File: src/rtl/deltasigma_decim.sv
// deltasigma_decim: third-order CIC (sinc3) decimator, 1-bit bitstream in, one OUT_W sample per R = 2^OSR clocks.
// Latency: out/out_valid update on the tick edge itself, the R-th clk after reset release and every R clks after.
// Backpressure: none; out_valid is a one-cycle strobe and the consumer must take every sample.
// Optional feature macro DELTASIGMA_SIGNED_EN: maps in to +1/-1 and sign-extends out.
module deltasigma_decim #(
    parameter int OSR   = 3,
    parameter int OUT_W = 20
) (
    input  logic             clk,
    input  logic             rst,
    input  logic             in,
    output logic [OUT_W-1:0] out,
    output logic             out_valid
);

`ifdef DELTASIGMA_SIGNED_EN
    // One extra bit so -R^3..+R^3 fits in two's complement.
    localparam int W = 3*OSR + 2;
`else
    localparam int W = 3*OSR + 1;
`endif

    // Reject unsupported configurations at elaboration time.
    generate
        if (OSR < 1 || OSR > 6) begin : g_bad_osr
            $error("deltasigma_decim: OSR must be in 1..6");
        end
        if (OUT_W < 3*OSR + 2) begin : g_bad_out_w
            $error("deltasigma_decim: OUT_W must be at least 3*OSR+2");
        end
    endgenerate

    logic [OSR-1:0] cnt;
    logic           tick;
    logic [W-1:0]   x;
    logic [W-1:0]   i1, i2, i3;
    logic [W-1:0]   d1, d2, d3;
    logic [W-1:0]   c1, c2, c3;

    // The last count of each frame is the decimation tick; cnt wraps naturally at R.
    assign tick = &cnt;

    // Map the modulator bit to the integrator input and form the comb differences.
    // All arithmetic wraps modulo 2^W on purpose: the comb section cancels integrator overflow.
    always_comb begin
`ifdef DELTASIGMA_SIGNED_EN
        x = in ? W'(1) : {W{1'b1}};
`else
        x = {{(W-1){1'b0}}, in};
`endif
        c1 = i3 - d1;
        c2 = c1 - d2;
        c3 = c2 - d3;
    end

    // Integrator cascade and decimation counter, running at the full bit rate.
    always_ff @(posedge clk) begin
        if (rst) begin
            cnt <= '0;
            i1  <= '0;
            i2  <= '0;
            i3  <= '0;
        end else begin
            cnt <= cnt + 1'b1;
            i1  <= i1 + x;
            i2  <= i2 + i1;
            i3  <= i3 + i2;
        end
    end

    // Comb delay line and output register, advanced only on the decimation tick.
    always_ff @(posedge clk) begin
        if (rst) begin
            d1        <= '0;
            d2        <= '0;
            d3        <= '0;
            out       <= '0;
            out_valid <= 1'b0;
        end else if (tick) begin
            d1        <= i3;
            d2        <= c1;
            d3        <= c2;
`ifdef DELTASIGMA_SIGNED_EN
            out       <= OUT_W'($signed(c3));
`else
            out       <= OUT_W'(c3);
`endif
            out_valid <= 1'b1;
        end else begin
            out_valid <= 1'b0;
        end
    end

endmodule

File: config.mk
export PLATFORM = sky130hd
export DESIGN_NAME = deltasigma_decim
export DESIGN_NICKNAME = d
export VERILOG_FILES = /design/src/rtl/deltasigma_decim.sv
export SDC_FILE = /design/constraint.sdc
export NUM_CORES = 1
export LEC_CHECK = 0
export CORE_MARGIN = 2
export CORE_UTILIZATION = 37
export DETAILED_ROUTE_END_ITERATION = 8
export PLACE_DENSITY = 0.6
export SLEW_MARGIN = 5
export SYNTH_ARGS = -nofsm -noshare
export SYNTH_HDL_FRONTEND = slang
export SYNTH_SLANG_ARGS = --single-unit
File: constraint.sdc
create_clock -name clk -period 8.15 [get_ports clk]
set_input_delay 1.2225 -clock clk [delete_from_list [all_inputs] [get_ports clk]]
set_output_delay 1.2225 -clock clk [all_outputs]
set_load 0.05 [all_outputs]
==> metrics.cfg <==
[yosys]
synth-compound-area-share_pct=10.33
synth_enable_flop_cells=0
share_of_synthesized_cell_area_in_and_or_nand_and_nor_gates_pct=16.07
synthesis.instances=489
main_combinational_cell_family_by_area_after_synthesis=adder cells
netlist_area_um2=4383
synth_area_per_cell_um2=8.963
ffs_w_async_s_r_synth_pct=0
synth-seq-cells=74
synth_flop_cell=sky130_fd_sc_hd__dfxtp_1
synth_cell_type_count=41
yosysSeqAreaShare_pct=33.80
synthAdderAreaFrac_pct=16.27
synth-warning-count=0
synth_xor_xnor_area_share_pct=8.792
synth.area.mux_share_pct=8.507

[timing]
slew_headroom_pct=46.29
layout_worst_path_cycle_share_pct=48.69
maxClockFrequency_ghz=0.2520
finalMaxSlewViolations=0
min_period_ns=3.968
timing_worst_slew_pin_value_ns=0.8056
accumulated_negative_setup_slack_ns=0
timing.clock.skew_ns=0.004450
rsz_0062_raised_after_global_routing=false
timing_hold_violations_final=0
finalSetupViolations=0

[power_and_ir_drop]
vdd_drop_max_mv=0.1535
leakage_nw=1.944
power-per-cell-area_nw_per_um2=241.4

[final_layout]
drive_gt1_share_pct=4.356
final_net_count=558
post-route-cell-area_um2=4897
insertedDiodeCount=0
layout.cells.most_common=sky130_fd_sc_hd__nor2_1
layout.cells.most_common_list=81 x sky130_fd_sc_hd__nor2_1, 74 x sky130_fd_sc_hd__dfxtp_1, 48 x sky130_fd_sc_hd__ha_1
areaGrowthSynthToFinish_pct=11.73

[floorplan]
floorplan.initialDensity_pct=38.22
pin_count=24
die_h_um=112.8
std_cell_rows=39
floorplan.die_area_um2=12730
dieWidth_um=112.8
floorplan.core_area_um2=11470

[route]
drt-total-wl_um=7222
detail_route.first_pass.iterations=4
drt_first_iter_violations=86
vias_per_cell=4.850
detailroute.via_count=3143
routedWlPerCell_um=11.15
post-route-drc-count=0
postRouteAntennaNets=0

[grt]
antenna_violations_before_repair=0
gr-usage-all-layers_pct=12.33
grt_remaining_overflow=0
vias_in_the_first_global_route=3054
first_pass_grt_wire_length_um=12840
grt_start_max_net_pins=77

[setup_path]
worst-endpoint-required_ns=8.34
worstSetupStartpointType=register
r2r_slack_ns=4.18
crit_type=reg2reg
crit_path_max_fanout=3
crit_path_end_kind=register
arrival_worst_endpoint_ns=4.15

[cts]
cts_tree=built
h-tree-depth=3
clk_pin_slew_ns=0.06
post_cts_resize_count=0
cts_root_buf=sky130_fd_sc_hd__clkbuf_16
post_cts.repair.setup_buffers=0
hold_buffers=0
clock_path_buffers=2
cts_num_sinks=74
cts_buffers=9
worst_skew_pair.late_latency_ns=0.33

[flow_run]
cap_viol_max_count=0

[placed_design]
dpl_cell_area_um2=4612
hpwl_um=5163
gp_congestion=0.7963
io_buffer_count=13

[min_path]
min-delay-path-class=reg2reg

[run_status]
run_status=completed

synthesized netlist by cell type (3+ instances only):
cell type | instances | area (um^2)
sky130_fd_sc_hd__dfxtp_1 | 74 | 1481
sky130_fd_sc_hd__nand2b_1 | 7 | 43.79
sky130_fd_sc_hd__mux2i_1 | 35 | 350.3
sky130_fd_sc_hd__o21ai_1 | 3 | 15.01
sky130_fd_sc_hd__a21oi_1 | 13 | 65.06
sky130_fd_sc_hd__and2_1 | 4 | 25.02
sky130_fd_sc_hd__buf_4 | 10 | 75.07
sky130_fd_sc_hd__nor3_1 | 14 | 70.07
sky130_fd_sc_hd__o21a_1 | 3 | 22.52
sky130_fd_sc_hd__a211oi_1 | 7 | 52.55
sky130_fd_sc_hd__and3_1 | 4 | 25.02
sky130_fd_sc_hd__clkbuf_1 | 5 | 18.77
sky130_fd_sc_hd__fa_1 | 5 | 100.1
sky130_fd_sc_hd__a21o_1 | 12 | 90.09
sky130_fd_sc_hd__nand3_1 | 11 | 55.05
sky130_fd_sc_hd__ha_1 | 49 | 613.1
sky130_fd_sc_hd__o41ai_1 | 3 | 26.28
sky130_fd_sc_hd__nand2_1 | 8 | 30.03
sky130_fd_sc_hd__buf_1 | 6 | 22.52
sky130_fd_sc_hd__inv_1 | 38 | 142.6
sky130_fd_sc_hd__xor2_1 | 20 | 175.2
sky130_fd_sc_hd__nor2_1 | 81 | 304.0
sky130_fd_sc_hd__nor2b_1 | 23 | 143.9
sky130_fd_sc_hd__o21ai_0 | 8 | 40.04
sky130_fd_sc_hd__xnor2_1 | 24 | 210.2
critical path: stages (launching register included):
cell and delay (ns):
sky130_fd_sc_hd__dfxtp_1 0.35, sky130_fd_sc_hd__inv_1 0.05, sky130_fd_sc_hd__ha_1 0.21, sky130_fd_sc_hd__inv_1 0.07, sky130_fd_sc_hd__fa_1 0.46, sky130_fd_sc_hd__fa_1 0.46
sky130_fd_sc_hd__a21o_1 0.17, sky130_fd_sc_hd__a21oi_1 0.21, sky130_fd_sc_hd__nor2b_1 0.07, sky130_fd_sc_hd__o21ai_0 0.22, sky130_fd_sc_hd__nor2b_1 0.19, sky130_fd_sc_hd__xnor2_1 0.10
sky130_fd_sc_hd__ha_1 0.21, sky130_fd_sc_hd__o41ai_1 0.53, sky130_fd_sc_hd__mux2i_1 0.28, sky130_fd_sc_hd__nand2_1 0.07, sky130_fd_sc_hd__nand3_1 0.08, sky130_fd_sc_hd__o221ai_1 0.10
path summary, 6_finish.rpt:
check,from,endpoint,depth (start not counted)
hold / removal,cnt[0],cnt[0],1
setup reg to reg,i3[0],out[9],17
setup / recovery,i3[0],out[9],17
hold reg to reg,cnt[0],cnt[0],1
power by group:
| part | total [W] | switching (W) | internal (W) |
|---|---|---|---|
| Clock | 0.000381 | 0.000147 | 0.000235 |
| Combinational | 0.000425 | 0.000231 | 0.000193 |
| Sequential | 0.000377 | 0.00000704 | 0.000370 |
kinds of logic (layout without fill, tap and decap cells):
kind of cell / Yosys count / count (layout)
and+or+nand+nor: 153 / 153
DFF: 74 / 74
AOI/OAI and AO/OA: 65 / 65
buffers and inverters: 61 / 68
adders and majority gates: 54 / 54
xor gates and xnor gates: 44 / 44
muxes: 37 / 37
other: 1 / 10
flip-flops by register name, summed over array words and instances (netlist names):
register	flops
d3	10
d1	10
i2	10
i3	10
out_valid	1
i1	10
out	10
cnt	3
d2	10
per-stage QoR:
step	utilization, %	total power [W]	instances	setup WS [ns]	hold WS, ns
after floorplan	-	0.0007500	498	4.482	0.3992
after global placement	40.22	0.0008086	633	4.223	0.4069
after detailed placement	40.22	0.0008125	633	4.157	0.4238
after CTS	42.71	0.001200	648	4.138	0.4319
after global routing	42.71	0.001280	648	3.723	0.4455
final	42.71	0.001182	648	4.182	0.4354
per-layer routing:
| metal | vias up | track usage [%] | wire length, um |
|---|---|---|---|
| met1 | 1434 | 13.32 | 3332 |
| met3 | 12 | 4.660 | 275 |
| met5 | - | 0 | 0 |
| met4 | 0 | 3.984 | 120 |
| met2 | 42 | 22.20 | 3494 |
| li1 | 1655 | - | - |
cell type report:
type	instances	area [um^2]
fillers	1093	6570
multi-input cells	363	2669
flip-flops and latches	74	1481
clock buffers	10	229.0
well taps	143	178.9
inverters	38	142.6
repair buffers	15	140.1
clock inverters	5	56.30
Note: power is estimated with default switching activity, not from simulation.
